File: config.mk
export PLATFORM = sky130hd
export DESIGN_NAME = fb_arbiter
export DESIGN_NICKNAME = d
export VERILOG_FILES = /design/src/rtl/fb_arbiter.sv
export SDC_FILE = /design/constraint.sdc
export NUM_CORES = 1
export LEC_CHECK = 0
export ABC_AREA = 0
export ABC_CLOCK_PERIOD_IN_PS = 7300
export BUFFER_PORTS_ARGS = -buffer_cell sky130_fd_sc_hd__buf_2
export CAP_MARGIN = 25
export CORE_UTILIZATION = 30
export DETAILED_ROUTE_END_ITERATION = 7
export GPL_ROUTABILITY_DRIVEN = 0
export HOLD_SLACK_MARGIN = 0.1
export PLACE_DENSITY = 0.54
export SLEW_MARGIN = 5
export SYNTH_ARGS = -nofsm -noshare
export SYNTH_HDL_FRONTEND = slang
export SYNTH_SLANG_ARGS = --single-unit
File: constraint.sdc
create_clock -name vga_clk -period 7.3 [get_ports vga_clk]
set_clock_uncertainty 0.1 [all_clocks]
set_input_delay 1.46 -clock vga_clk [delete_from_list [all_inputs] [get_ports vga_clk]]
set_output_delay 1.46 -clock vga_clk [all_outputs]
set_load 0.005 [all_outputs]
File: src/rtl/fb_arbiter.sv
// fb_arbiter: single-port framebuffer RAM arbiter -- scanout reads win, queued writes fill the back buffer,
// buffer swap deferred to vertical blanking once the write queue has drained.  Rev 1.0
`default_nettype none

module fb_arbiter #(
   parameter int DEPTH = 16,
   parameter int AW    = 4
) (
   input  logic        vga_clk,
   input  logic        clrn,
   input  logic        rdn,
   input  logic [8:0]  row_addr,
   input  logic [9:0]  col_addr,
   input  logic        vs,
   output logic [11:0] d_in,
   input  logic        wr_valid,
   output logic        wr_ready,
   input  logic [8:0]  wr_row,
   input  logic [9:0]  wr_col,
   input  logic [11:0] wr_data,
   input  logic        swap_req,
   output logic        swap_busy,
   output logic        swap_done,
   output logic        front_sel,
   output logic [19:0] ram_addr,
   output logic        ram_we,
   output logic [11:0] ram_wdata,
   input  logic [11:0] ram_rdata
);

   typedef enum logic {
      RUN  = 1'b0,
      PEND = 1'b1
   } state_t;

   localparam logic [AW:0] FULL_CNT = (AW+1)'(DEPTH);

   state_t        state_q, state_d;
   logic          front_q, front_d;
   logic          vs_q;
   logic [AW-1:0] wp_q, rp_q;
   logic [AW:0]   cnt_q, cnt_d;
   logic [30:0]   mem_q [DEPTH];

   logic          w_empty, w_full, w_push, w_pop, w_in_range, w_vs_fall;
   logic [30:0]   w_head;

   assign w_empty    = (cnt_q == '0);
   assign w_full     = (cnt_q == FULL_CNT);
   assign w_vs_fall  = vs_q & ~vs;
   assign w_in_range = (wr_row < 9'd480) && (wr_col < 10'd640);
   assign w_head     = mem_q[rp_q];

   assign swap_busy  = (state_q == PEND);
   assign wr_ready   = ~w_full & ~swap_busy;
   // Out-of-range writes still handshake but never reach the queue.
   assign w_push     = wr_valid & wr_ready & w_in_range;
   assign w_pop      = rdn & ~w_empty;

   assign front_sel  = front_q;
   assign d_in       = ram_rdata;
   assign ram_we     = w_pop;
   assign ram_wdata  = w_head[11:0];
   assign ram_addr   = w_pop ? {~front_q, w_head[30:12]} : {front_q, row_addr, col_addr};

   always_comb begin
      cnt_d = cnt_q;
      case ({w_push, w_pop})
         2'b10:   cnt_d = cnt_q + (AW+1)'(1);
         2'b01:   cnt_d = cnt_q - (AW+1)'(1);
         default: cnt_d = cnt_q;
      endcase
   end

   always_comb begin
      state_d   = state_q;
      front_d   = front_q;
      swap_done = 1'b0;
      case (state_q)
         RUN: begin
            if (swap_req) state_d = PEND;
         end
         PEND: begin
            if (w_vs_fall && w_empty) begin
               front_d   = ~front_q;
               swap_done = 1'b1;
               state_d   = RUN;
            end
         end
         default: state_d = RUN;
      endcase
   end

   always_ff @(posedge vga_clk or negedge clrn) begin
      if (!clrn) begin
         state_q <= RUN;
         front_q <= 1'b0;
         vs_q    <= 1'b1;
         wp_q    <= '0;
         rp_q    <= '0;
         cnt_q   <= '0;
      end else begin
         state_q <= state_d;
         front_q <= front_d;
         vs_q    <= vs;
         cnt_q   <= cnt_d;
         if (w_push) wp_q <= wp_q + AW'(1);
         if (w_pop)  rp_q <= rp_q + AW'(1);
      end
   end

   always_ff @(posedge vga_clk) begin
      if (w_push) mem_q[wp_q] <= {wr_row, wr_col, wr_data};
   end

endmodule

`default_nettype wire

### After elaboration in Yosys (flattened, before gate mapping)

Memory sizes are Yosys's and may differ from the RTL's.
Cells that the tools add are included.

* bits in writable memories: 496
* flip-flop bits (word level): 16
* logic and storage cells: 40
* memories kept: 1

Memories
* mem_q: depth 16, width 31, rd ports 1, clocked after Yosys merged registers in 0, wr ports 1, RTL line 43 `logic [30:0] mem_q [DEPTH];`

* multiplexer cells: 9
* equal/unequal tests: 3
* magnitude comparators: 2
* bitwise operators: 10
* add/subtract/negate cells: 4
* reductions and logical operators: 5

Operators by type and width (number)
* $mux 20: 1
* $lt 10x10->1 const B: 1
* $pmux 5 s2: 1
* $lt 9x9->1 const B: 1
* $add 4x1->4 const B: 2
* $mux 1: 6
* $add 5x1->5 const B: 1
* $and 1x1->1: 5
* $eq 5x5->1 const B: 1
* $logic_not 5->1: 1
* $not 1->1: 5
* $sub 5x1->5 const B: 1
* $eq 2x1->1 const B: 1
* $eq 2x2->1 const B: 1
* $logic_and 1x1->1: 2
* $pmux 1 s2: 1
* $reduce_and 2->1: 1
* $reduce_bool 2->1: 1

### Logic depth before layout (Yosys ltp)

* depth after elaboration: 7
* gate-level depth with buffers: 13
* depth with buffers taken out: 11

### Worst setup path after synthesis

Ideal clock, no wire load.

* path type: input port to flip-flop
* start: input port wr_col[8]
* end: memory mem_q[1][0], enable pin
* path buffers: 0
* cell stages on the path: 5
* arrival: 5.358 ns
* slack: 1.334 ns
* cells stage by stage: o21ai_0 and3_1 and2_4 inv_1 nor4b_1

* longest elaborated chain between the ends: 5

RTL lines
* from (decl): RTL line 19 `input logic [9:0] wr_col,`
* $lt 10x10->1: RTL line 51 `assign w_in_range = (wr_row < 9'd480) && (wr_col < 10'd640);`
* $logic_and 1x1->1: RTL line 51
* $and 1x1->1: RTL line 57 `assign w_push = wr_valid & wr_ready & w_in_range;`
* $mux 1: RTL line 113 `if (w_push) mem_q[wp_q] <= {wr_row, wr_col, wr_data};`
* $mux 1 (implied by the code): RTL line 113
* to (decl): RTL line 43

No other way between the ends.

### Worst setup path after layout

* start: register rp_q[3]
* end: output port ram_addr[14]

* longest elaborated chain between the ends: 2

RTL lines
* from (decl): RTL line 41 `logic [AW-1:0] wp_q, rp_q;`
* from (signal assigned): RTL line 108 `if (w_pop) rp_q <= rp_q + AW'(1);`
* $mem_v2 16x31
* $mux 20: RTL line 64 `assign ram_addr = w_pop ? {~front_q, w_head[30:12]} : {front_q, row_addr, col_addr};`
* to (decl): RTL line 25 `output logic [19:0] ram_addr,`

No other way between the ends.

==> impl_metrics.py <==
metrics = {
    "synth": {
        "synth.most_common_cell": "edfxtp_1",
        "synth_flop_cell": "edfxtp_1",
        "yosys_warnings": 0,
        "synth.area.top_cells": "edfxtp_1 75%, mux4_2 15%, dfrtp_1 1.9%, o22ai_1 1.2%, mux2_2 1.2%",
        "synth_seq_cells": 512,
        "synthCells": 869,
        "postSynth.asyncResetShare_pct": 3.13,
        "synth_cell_types": 42,
        "synth_nets": 945,
        "synth_edf_count": 496,
        "synthTopCellsByCount": "496 x edfxtp_1, 136 x mux4_2, 39 x o22ai_1",
        "post-synth-top-area-fraction_pct": 74.7,
        "syn_area_um2": 20000,
        "avgSynthCellArea_um2": 23.0,
        "synth_area_leader_cell": "edfxtp_1",
        "seq_area_frac_synth_pct": 76.7,
    },
    "global_route": {
        "antenna_found_initial": 3,
        "grt_pass1_vias": 9688,
        "grt_use_total_pct": 13.8,
        "grt_max_degree": 49,
        "gr-total-overflow": 0,
        "grt_pass1_wl_um": 66800,
    },
    "timing": {
        "grt_setup_unrepaired": "false",
        "slew_headroom_pct": 41.2,
        "fin_crit_sh_pct": 68.0,
        "slew_viol_final": 0,
        "tns_ns": 0,
        "setup_viol": 0,
        "min_period_ns": 4.96,
        "hold_violations": 0,
        "tightest_slew_ns": 0.877,
        "fmax_mhz": 202,
    },
    "finish": {
        "stdcell_count": 1891,
        "area_growth_pct": 15.4,
        "final_core_util_pct": 35.0,
        "n_fill_cell": 6071,
        "multi_input_area_um2": 4330,
        "final_layout_size_suffix_gt1_share_pct": 36.5,
        "register_area_um2": 15300,
        "nNetsFinal": 1059,
    },
    "clock_network": {
        "htree_levels": 2,
        "numCtsBuffers": 55,
        "post_cts_buffers": 0,
        "path_clk_slew_ns": 0.06,
        "insertion_delay_ns": 0.60,
        "cts_buffer_depth": 3,
        "root_buffer": "clkbuf_16",
        "cts_resized": 0,
        "cts_hold_buffers": 0,
        "cts_tree": "yes",
        "clock_sinks": 512,
    },
    "routing": {
        "drt_iter0_drc": 675,
        "vias": 9157,
        "drc": 0,
        "drtPass1Iterations": 5,
        "avgViaCountPerCell": 4.84,
        "wire_per_inst_um": 24.3,
        "ant_nets": 0,
        "drt_wl_total_um": 46000,
    },
    "worst_setup_path": {
        "endpoint_kind": "primary output",
        "critPathKind": "flop to primary output",
        "crit_required_ns": 5.74,
        "crit_fanout": 47,
        "worstSetupStartpointType": "flop",
        "cp.arrival_ns": 3.40,
    },
    "power_and_ir_drop": {
        "ir_drop_uv": 178,
        "cellPowerDensity_nw_per_um2": 344,
        "leakage_nw": 7.24,
        "p_total_mw": 7.92,
    },
    "status": {
        "outcome": "finished, final reports clean",
    },
    "place": {
        "portBuffers": 92,
        "hpwl_um": 24600,
        "dp_cells": 1789,
    },
    "hold_path": {
        "hold_class": "flop to flop",
    },
    "die": {
        "ios": 117,
        "die-area_um2": 67500,
        "core_area_um2": 65700,
        "initial_core_util_pct": 30.3,
        "rows": 94,
        "die_h_um": 260,
        "die_x_um": 260,
    },
    "flow_run": {
        "cap_violations": 0,
    },
}
[final timing paths]
kind | depth (start not counted) | slack, ns | to | start
min | 1 | 0.43 | front_sel$_DFFE_PN0P_ | front_sel$_DFFE_PN0P_
max | 5 | 2.34 | ram_addr[14] | rp_q[3]$_DFFE_PN0N_
max in group asynchronous | 1 | 6.04 | rp_q[1]$_DFFE_PN0N_ | clrn
max reg2reg | 11 | 3.70 | cnt_q[4]$_DFFE_PN0P_ | cnt_q[1]$_DFFE_PN0P_
min reg2reg | 1 | 0.43 | front_sel$_DFFE_PN0P_ | front_sel$_DFFE_PN0P_
min in group asynchronous | 1 | 0.70 | swap_busy$_DFF_PN0_ | clrn
[report_power, final]
group / switching, mW / internal (mW)
Combinational: 0.865 / 1.04
Sequential: 0.242 / 3.27
Clock: 1.11 / 1.39
[per-layer routing]
layer / vias to the layer above / routed length [µm] / global-route usage [%]
li1: 3939 / - / -
met1: 4949 / 21000 / 19.5
met2: 204 / 22000 / 22.1
met3: 63 / 2210 / 2.47
met4: 2 / 814 / 3.12
met5: - / 13 / 0
[cells by family after synthesis]
family / count (synthesis) / synth area share [%]
adder cells (fa/ha/maj): 8 / 0.502
AND/OR/NAND/NOR: 40 / 1.54
multiplexers: 157 / 16.5
XOR/XNOR: 13 / 0.571
buffers and inverters: 67 / 1.86
AO/OA/AOI/OAI: 72 / 2.32
flip-flops: 512 / 76.7
[layout make-up]
| type | instances | area share (%) |
|---|---|---|
| diodes | 1 | 0.0109 |
| clock buffers | 66 | 6.20 |
| clock inverters | 34 | 0.755 |
| inverters | 6 | 0.0978 |
| multi-input cells | 290 | 18.8 |
| flip-flops and latches | 512 | 66.5 |
| well taps | 864 | 4.69 |
| repair buffers | 118 | 2.99 |
[metrics by stage]
| step | setup slack [ns] | hold slack, ns | area (µm²) |
|---|---|---|---|
| 6_report | 2.34 | 0.425 | 23000 |
| 2_1_floorplan | 1.33 | 0.401 | 20000 |
| 5_1_grt | 2.19 | 0.450 | 23000 |
| 3_5_place_dp | 2.75 | 0.423 | 21400 |
| 3_3_place_gp | 2.79 | 0.394 | 21400 |
| 4_1_cts | 2.16 | 0.436 | 23000 |
[critical path, cell delays in order (launching register included)]
cell	delay [ns]
dfrtp_4	0.96
buf_4	0.72
mux4_2	0.43
o22ai_1	0.38
a21oi_1	0.14
buf_2	0.16
[state kept, by name, indices dropped and copies added, names as in the netlist]
| signal | flops |
|---|---|
| cnt_q | 5 |
| front_sel | 1 |
| mem_q | 496 |
| rp_q | 4 |
| swap_busy | 1 |
| vs_q | 1 |
| wp_q | 4 |
[placed cells by master, fill, tap and decap left out, types with 7 or more instances in the layout]
cell type / n
clkinv_1: 19
edfxtp_1: 496
xnor2_1: 7
mux2_2: 21
buf_2: 92
buf_4: 24
clkinv_2: 8
ha_1: 8
clkbuf_16: 55
a21oi_1: 20
clkbuf_1: 10
and4b_2: 8
o22ai_1: 39
dfrtp_1: 11
mux4_2: 136
No activity file was read; power rests on OpenSTA's default activity.
